`config.mk`:
```
export PLATFORM = sky130hd
export DESIGN_NAME = cvp14_fetch_unit_flat
export DESIGN_NICKNAME = d
export VERILOG_FILES = /design/src/rtl/cvp14_fetch_unit_if.sv /design/src/rtl/cvp14_fetch_unit.sv /design/src/flat_wrapper.sv
export SDC_FILE = /design/constraint.sdc
export NUM_CORES = 1
export LEC_CHECK = 0
export BUFFER_PORTS_ARGS = -buffer_cell sky130_fd_sc_hd__buf_4
export CAP_MARGIN = 5
export CORE_MARGIN = 1.5
export CORE_UTILIZATION = 48
export CTS_CLUSTER_SIZE = 12
export DETAILED_ROUTE_END_ITERATION = 12
export PLACE_DENSITY_LB_ADDON = 0.05
export RECOVER_POWER = 25
export SLEW_MARGIN = 20
export SYNTH_ARGS = -nofsm -noshare
export SYNTH_HDL_FRONTEND = slang
export SYNTH_SLANG_ARGS = --single-unit
```
`constraint.sdc`:
```
create_clock -name Clk1 -period 8.9 [get_ports Clk1]
set_clock_uncertainty 0.05 [all_clocks]
set_input_delay 1.335 -clock Clk1 [delete_from_list [all_inputs] [get_ports Clk1]]
set_output_delay 1.335 -clock Clk1 [all_outputs]
set_load 0.01 [all_outputs]
```
`src/rtl/cvp14_fetch_unit_if.sv`:
```
// rtl/cvp14_fetch_unit_if.sv - DRAM read port and decode handshake bundle for the fetch unit
interface cvp14_fetch_unit_if #(
    parameter int ADDR_W = 16,
    parameter int DATA_W = 16
) ();
    logic [ADDR_W-1:0] Addr;
    logic              RD;
    logic [DATA_W-1:0] DataIn;
    logic              Grant;
    logic              Redirect;
    logic [ADDR_W-1:0] RedirectPC;
    logic [DATA_W-1:0] Instruction;
    logic [ADDR_W-1:0] InstPC;
    logic              InstValid;
    logic              InstReady;

    modport master (
        output Addr, RD, Instruction, InstPC, InstValid,
        input  DataIn, Grant, Redirect, RedirectPC, InstReady
    );

    modport slave (
        input  Addr, RD, Instruction, InstPC, InstValid,
        output DataIn, Grant, Redirect, RedirectPC, InstReady
    );
endinterface

```
`src/rtl/cvp14_fetch_unit.sv`:
```
// rtl/cvp14_fetch_unit.sv - CVP14 instruction fetch: sequential DRAM reads, in-flight tracking, instruction FIFO
module cvp14_fetch_unit #(
    parameter int          ADDR_W     = 16,
    parameter int          DATA_W     = 16,
    parameter int          FIFO_DEPTH = 4,
    parameter int          MEM_LAT    = 1,
    parameter int unsigned RESET_PC   = 0
) (
    input  logic                  Clk1,
    input  logic                  Reset,
    cvp14_fetch_unit_if.master    bus
);
    localparam int PTR_W = $clog2(FIFO_DEPTH);
    localparam int OCC_W = $clog2(FIFO_DEPTH + MEM_LAT + 1) + 1;

    logic [ADDR_W-1:0]  fetch_pc_q, fetch_pc_d;
    logic [MEM_LAT-1:0] fl_vld_q, fl_vld_d;
    logic [ADDR_W-1:0]  fl_pc_q [MEM_LAT];
    logic [DATA_W-1:0]  fifo_data_q [FIFO_DEPTH];
    logic [ADDR_W-1:0]  fifo_pc_q [FIFO_DEPTH];
    logic [PTR_W-1:0]   rd_ptr_q, rd_ptr_d;
    logic [PTR_W-1:0]   wr_ptr_q, wr_ptr_d;
    logic [PTR_W:0]     count_q, count_d;

    logic [OCC_W-1:0]   inflight;
    logic [OCC_W-1:0]   occupancy;
    logic               issue;
    logic               push;
    logic               pop;

    // Reads already issued reserve a FIFO slot, so the buffer can never overflow.
    always_comb begin
        inflight = '0;
        for (int i = 0; i < MEM_LAT; i++) begin
            inflight = inflight + OCC_W'(fl_vld_q[i]);
        end
        occupancy = OCC_W'(count_q) + inflight;
        issue     = bus.Grant && !bus.Redirect && !Reset && (occupancy < OCC_W'(FIFO_DEPTH));
        push      = fl_vld_q[MEM_LAT-1] && !bus.Redirect && !Reset;
        pop       = (count_q != '0) && bus.InstReady && !bus.Redirect && !Reset;
    end

    always_comb begin
        fetch_pc_d = fetch_pc_q + ADDR_W'(issue);
        count_d    = count_q + (PTR_W+1)'(push) - (PTR_W+1)'(pop);
        rd_ptr_d   = rd_ptr_q + PTR_W'(pop);
        wr_ptr_d   = wr_ptr_q + PTR_W'(push);
        fl_vld_d   = '0;
        fl_vld_d[0] = issue;
        for (int i = 1; i < MEM_LAT; i++) begin
            fl_vld_d[i] = fl_vld_q[i-1];
        end
        if (bus.Redirect) begin
            fetch_pc_d = bus.RedirectPC;
            count_d    = '0;
            rd_ptr_d   = '0;
            wr_ptr_d   = '0;
            fl_vld_d   = '0;
        end
    end

    always_ff @(posedge Clk1) begin
        if (Reset) begin
            fetch_pc_q <= ADDR_W'(RESET_PC);
            fl_vld_q   <= '0;
            count_q    <= '0;
            rd_ptr_q   <= '0;
            wr_ptr_q   <= '0;
        end else begin
            fetch_pc_q <= fetch_pc_d;
            fl_vld_q   <= fl_vld_d;
            count_q    <= count_d;
            rd_ptr_q   <= rd_ptr_d;
            wr_ptr_q   <= wr_ptr_d;
        end
    end

    // Payload storage carries no reset; validity lives entirely in fl_vld_q and count_q.
    always_ff @(posedge Clk1) begin
        fl_pc_q[0] <= fetch_pc_q;
        for (int i = 1; i < MEM_LAT; i++) begin
            fl_pc_q[i] <= fl_pc_q[i-1];
        end
        if (push) begin
            fifo_data_q[wr_ptr_q] <= bus.DataIn;
            fifo_pc_q[wr_ptr_q]   <= fl_pc_q[MEM_LAT-1];
        end
    end

    assign bus.RD          = issue;
    assign bus.Addr        = fetch_pc_q;
    assign bus.InstValid   = (count_q != '0);
    assign bus.Instruction = bus.InstValid ? fifo_data_q[rd_ptr_q] : '0;
    assign bus.InstPC      = bus.InstValid ? fifo_pc_q[rd_ptr_q] : '0;
endmodule

```
`src/flat_wrapper.sv`:
```
// flat-port wrapper written by rule: the top's interface ports become plain ports
module cvp14_fetch_unit_flat 
#(
    parameter int          ADDR_W     = 16,
    parameter int          DATA_W     = 16,
    parameter int          FIFO_DEPTH = 4,
    parameter int          MEM_LAT    = 1,
    parameter int unsigned RESET_PC   = 0
)
  (Clk1, Reset, bus_Addr, bus_RD, bus_Instruction, bus_InstPC, bus_InstValid, bus_DataIn, bus_Grant, bus_Redirect, bus_RedirectPC, bus_InstReady);
  cvp14_fetch_unit_if #(.ADDR_W(ADDR_W), .DATA_W(DATA_W)) bus_i ();
  input  logic Clk1;
  input  logic Reset;
  output wire logic [$bits(bus_i.Addr)-1:0] bus_Addr;
  output wire logic [$bits(bus_i.RD)-1:0] bus_RD;
  output wire logic [$bits(bus_i.Instruction)-1:0] bus_Instruction;
  output wire logic [$bits(bus_i.InstPC)-1:0] bus_InstPC;
  output wire logic [$bits(bus_i.InstValid)-1:0] bus_InstValid;
  input wire logic [$bits(bus_i.DataIn)-1:0] bus_DataIn;
  input wire logic [$bits(bus_i.Grant)-1:0] bus_Grant;
  input wire logic [$bits(bus_i.Redirect)-1:0] bus_Redirect;
  input wire logic [$bits(bus_i.RedirectPC)-1:0] bus_RedirectPC;
  input wire logic [$bits(bus_i.InstReady)-1:0] bus_InstReady;
  assign bus_Addr = bus_i.Addr;
  assign bus_RD = bus_i.RD;
  assign bus_Instruction = bus_i.Instruction;
  assign bus_InstPC = bus_i.InstPC;
  assign bus_InstValid = bus_i.InstValid;
  assign bus_i.DataIn = bus_DataIn;
  assign bus_i.Grant = bus_Grant;
  assign bus_i.Redirect = bus_Redirect;
  assign bus_i.RedirectPC = bus_RedirectPC;
  assign bus_i.InstReady = bus_InstReady;
  cvp14_fetch_unit #(.ADDR_W(ADDR_W), .DATA_W(DATA_W), .FIFO_DEPTH(FIFO_DEPTH), .MEM_LAT(MEM_LAT), .RESET_PC(RESET_PC)) u_core (.Clk1(Clk1), .Reset(Reset), .bus(bus_i));
endmodule
```
==> summary.md <==
| Metric | Value |
|---|---|
| Final standard cell utilization of the core | `59.78%` |
| PwrDens | `207.4 mW/mm^2` |
| Max-capacitance violation count | `0` |
| Post-route cell area | `0.007885 mm^2` |
| Number of placed I/O pins | `87` |
| Antenna violations before repair | `0` |
| Nature of the critical path endpoint | `primary output` |
| Cell type with the highest aggregate area in the netlist | `edfxtp_1` |
| Antenna diode count | `0` |
| Critical path startpoint category | `flip-flop` |
| Clock transition at the registers of the reported paths | `0.06 ns` |
| Proportion of netlist area held by the largest area contributor | `59.62%` |
| Total standard cell area after synthesis | `0.006447 mm^2` |
| Vias in the first global route | `3,580` |
| Arrival time at the worst endpoint | `2.32 ns` |
| Syn nets | `420` |
| CTS tree | `built` |
| Outcome | `completed` |
| Number of flip-flops and latches in the synthesized netlist | `168` |
| Via count | `3,430` |
| Pins over their slew limit | `0` |
| TNS Setup | `0 ns` |
| Die outline area | `0.01414 mm^2` |
| Clock Sinks | `168` |
| Class of the tightest hold or removal check | `flip-flop to flip-flop` |
| Achievable Freq | `269.7 MHz` |
| Number of hold violations in the final report | `0` |
| Initial Util | `48.88%` |
| Data required, critical path | `7.52 ns` |
| Post-synthesis sequential area ratio | `72.04%` |
| Number of standard-cell rows in the floorplan | `42` |
| Beginning of the critical path | `u_core.rd_ptr_q[0]$_SDFF_PP0_` |
| Last weighted congestion value of the routability-driven placer | `0.7430` |
| Clock latency on the worst-skew pair | `0.42 ns` |
| Relative max-transition margin | `36.89%` |
| First-pass GRT wire length | `18,930 um` |
| Chip width | `118.9 um` |
| Mean cell area of the mapped netlist | `17.15 um^2` |
| Area Growth Syn to Fin | `22.30%` |
| Largest fanout of any net on the critical path | `29` |
| Global route total overflow | `0` |
| Cts bufs inserted | `17` |
| Largest cells by area after synthesis | `edfxtp_1 (60%), dfxtp_1 (12%), mux4_2 (11%), and2_1 (3.3%), ha_1 (1.2%)` |
| Worst-Margin Slew | `0.9467 ns` |
| Drt first pass iters | `4` |
| Vert. Die Dim | `118.9 um` |
| RSZ-0062 raised after global routing | `false` |
| H-tree level count | `4` |
| Number of distinct library cell variants in the gate-level netlist after synthesis | `38` |
| Count of nets after finishing | `512` |
| Synthesized instance count | `376` |
| Remaining design rule violation count | `0` |
| Maximum number of pins on one net before global-route repair | `36` |
| Final Setup Violations | `0` |
| Total global-route track usage | `18.07%` |
| Count of antenna-violating nets left after detailed routing | `0` |
| Leakage power summed over all cells | `2.854 nW` |
| Reg-to-reg slack, setup | `6.38 ns` |
| Cts-stage hold buffer count | `0` |
| Share of cells above drive strength 1 | `33.89%` |
| I/O Buffers | `86` |
| Fin crit share | `41.66%` |
| Maximum buffer depth of the clock tree | `2` |
| Routed via count divided by cell count | `5.221` |
| Routed WL | `11,760 um` |
| Final Total Pwr | `1.635 mW` |
| Minimum setup slack in the final design | `5.192 ns` |
| DR iter-0 viols | `288` |
| Fillers | `1,021` |
| Worst setup slack before clock tree synthesis | `5.177 ns` |
| Number of cells upsized or downsized after cts | `0` |
| Cell Area, Placed | `0.007297 mm^2` |
| Worst vdd ir | `0.0001347 V` |
| Shortest period the worst path allows | `3.708 ns` |
| Clock root cell | `clkbuf_16` |
| Post-DR wirelength/cell | `17.90 um` |
| HPWL reported at the end of detailed placement | `7029 um` |
| Worst hold start | `u_core.bus.Addr[0]$_SDFF_PP0_` |
| Area inside the core boundary | `0.01319 mm^2` |
| Buffers inserted by post-CTS timing repair | `0` |
| Ys Warns | `0` |
| Launch instance of the worst register-to-register path | `u_core.count_q[1]$_SDFF_PP0_` |
| Critical path class | `flip-flop to primary output` |
metal layers:
metal / vias to the layer above / wire length, um / GRT usage, %
met1: 1717 / 5639 / 24.31
li1: 1612 / - / -
met2: 89 / 5476 / 28.31
met5: - / 0 / 0
met3: 12 / 505 / 5.412
met4: 0 / 136 / 6.325
cell type report:
class                      count  area (um^2)  area share, %
clock buffer                  23        509.2          6.458
sequential                   168         4647          58.93
clock inverter                 9        86.33          1.095
timing repair buffer          91        675.6          8.569
inverter                      16        60.06         0.7617
tap                          176        220.2          2.793
multi-input combinational    174         1687          21.39
worst max-delay path, stage by stage (launching register included):
cell and delay (ns):
dfxtp_2 0.45, buf_4 0.53, mux4_2 0.57, and2_1 0.19, buf_4 0.15
cells in the mapped netlist, drive strengths merged:
library cell,count
o21ai,2
nand3b,2
dfxtp,40
or4,1
nand4,6
xor2,5
or3,2
nor3b,3
or2,1
mux2i,4
nor4,3
nand3,5
nor2,19
o211ai,1
o21a,6
o31ai,1
nand2b,1
nand2,8
clkbuf,13
nor3,6
ha,6
edfxtp,128
a221oi,1
nor4bb,1
mux4,32
nor2b,1
a21o,1
a21oi,10
buf,5
and3,2
a2111oi,1
fa,1
and2,34
inv,16
xnor2,8
cells in the final DEF (no fill, tap or decap), drive strengths merged, types with 8 or more instances in the layout:
cell type / n
xnor2: 8
nor2: 19
clkbuf: 25
dfxtp: 40
inv: 18
a21oi: 10
and2: 34
buf: 89
nand2: 8
mux4: 32
edfxtp: 128
sequential cells by signal (all words and copies together) (netlist names):
name	cells
u_core.fifo_data_q	64
u_core.fifo_pc_q	64
u_core.bus.Addr	16
u_core.fl_pc_q	16
u_core.count_q	3
u_core.rd_ptr_q	2
u_core.wr_ptr_q	2
u_core.fl_vld_q	1
path summary, 6_finish.rpt:
kind                                                     end  depth (start not counted)
worst max-delay path                           bus_InstPC[1]                          4
worst min-delay path            u_core.fl_pc_q[0][0]$_DFF_P_                          0
worst max register to register  u_core.count_q[2]$_SDFF_PP0_                         10
worst min register to register  u_core.fl_pc_q[0][0]$_DFF_P_                          0
logic make-up after synthesis:
family          after synthesis  share of synthesized area, %
fa+ha+maj                     7                         1.475
flops                       168                         72.04
mux                          36                         11.80
xor+xnor                     13                         1.766
compound gates               23                         2.348
buf+inv                      34                         2.057
simple gates                 95                         8.519
per-stage QoR:
stage          cells  hold slack [ns]
2_1_floorplan    376           0.3465
3_3_place_gp     625           0.3303
3_5_place_dp     625           0.3265
4_1_cts          657           0.3338
5_1_grt          657           0.3447
6_report         657           0.3322
power breakdown:
group / internal, mW / switching, mW / total [mW] / leakage (nW)
Sequential: 0.855 / 0.0139 / 0.869 / 1.48
Combinational: 0.0259 / 0.0222 / 0.0481 / 1.07
Clock: 0.433 / 0.286 / 0.718 / 0.299
(Power assumes the default switching activity.)
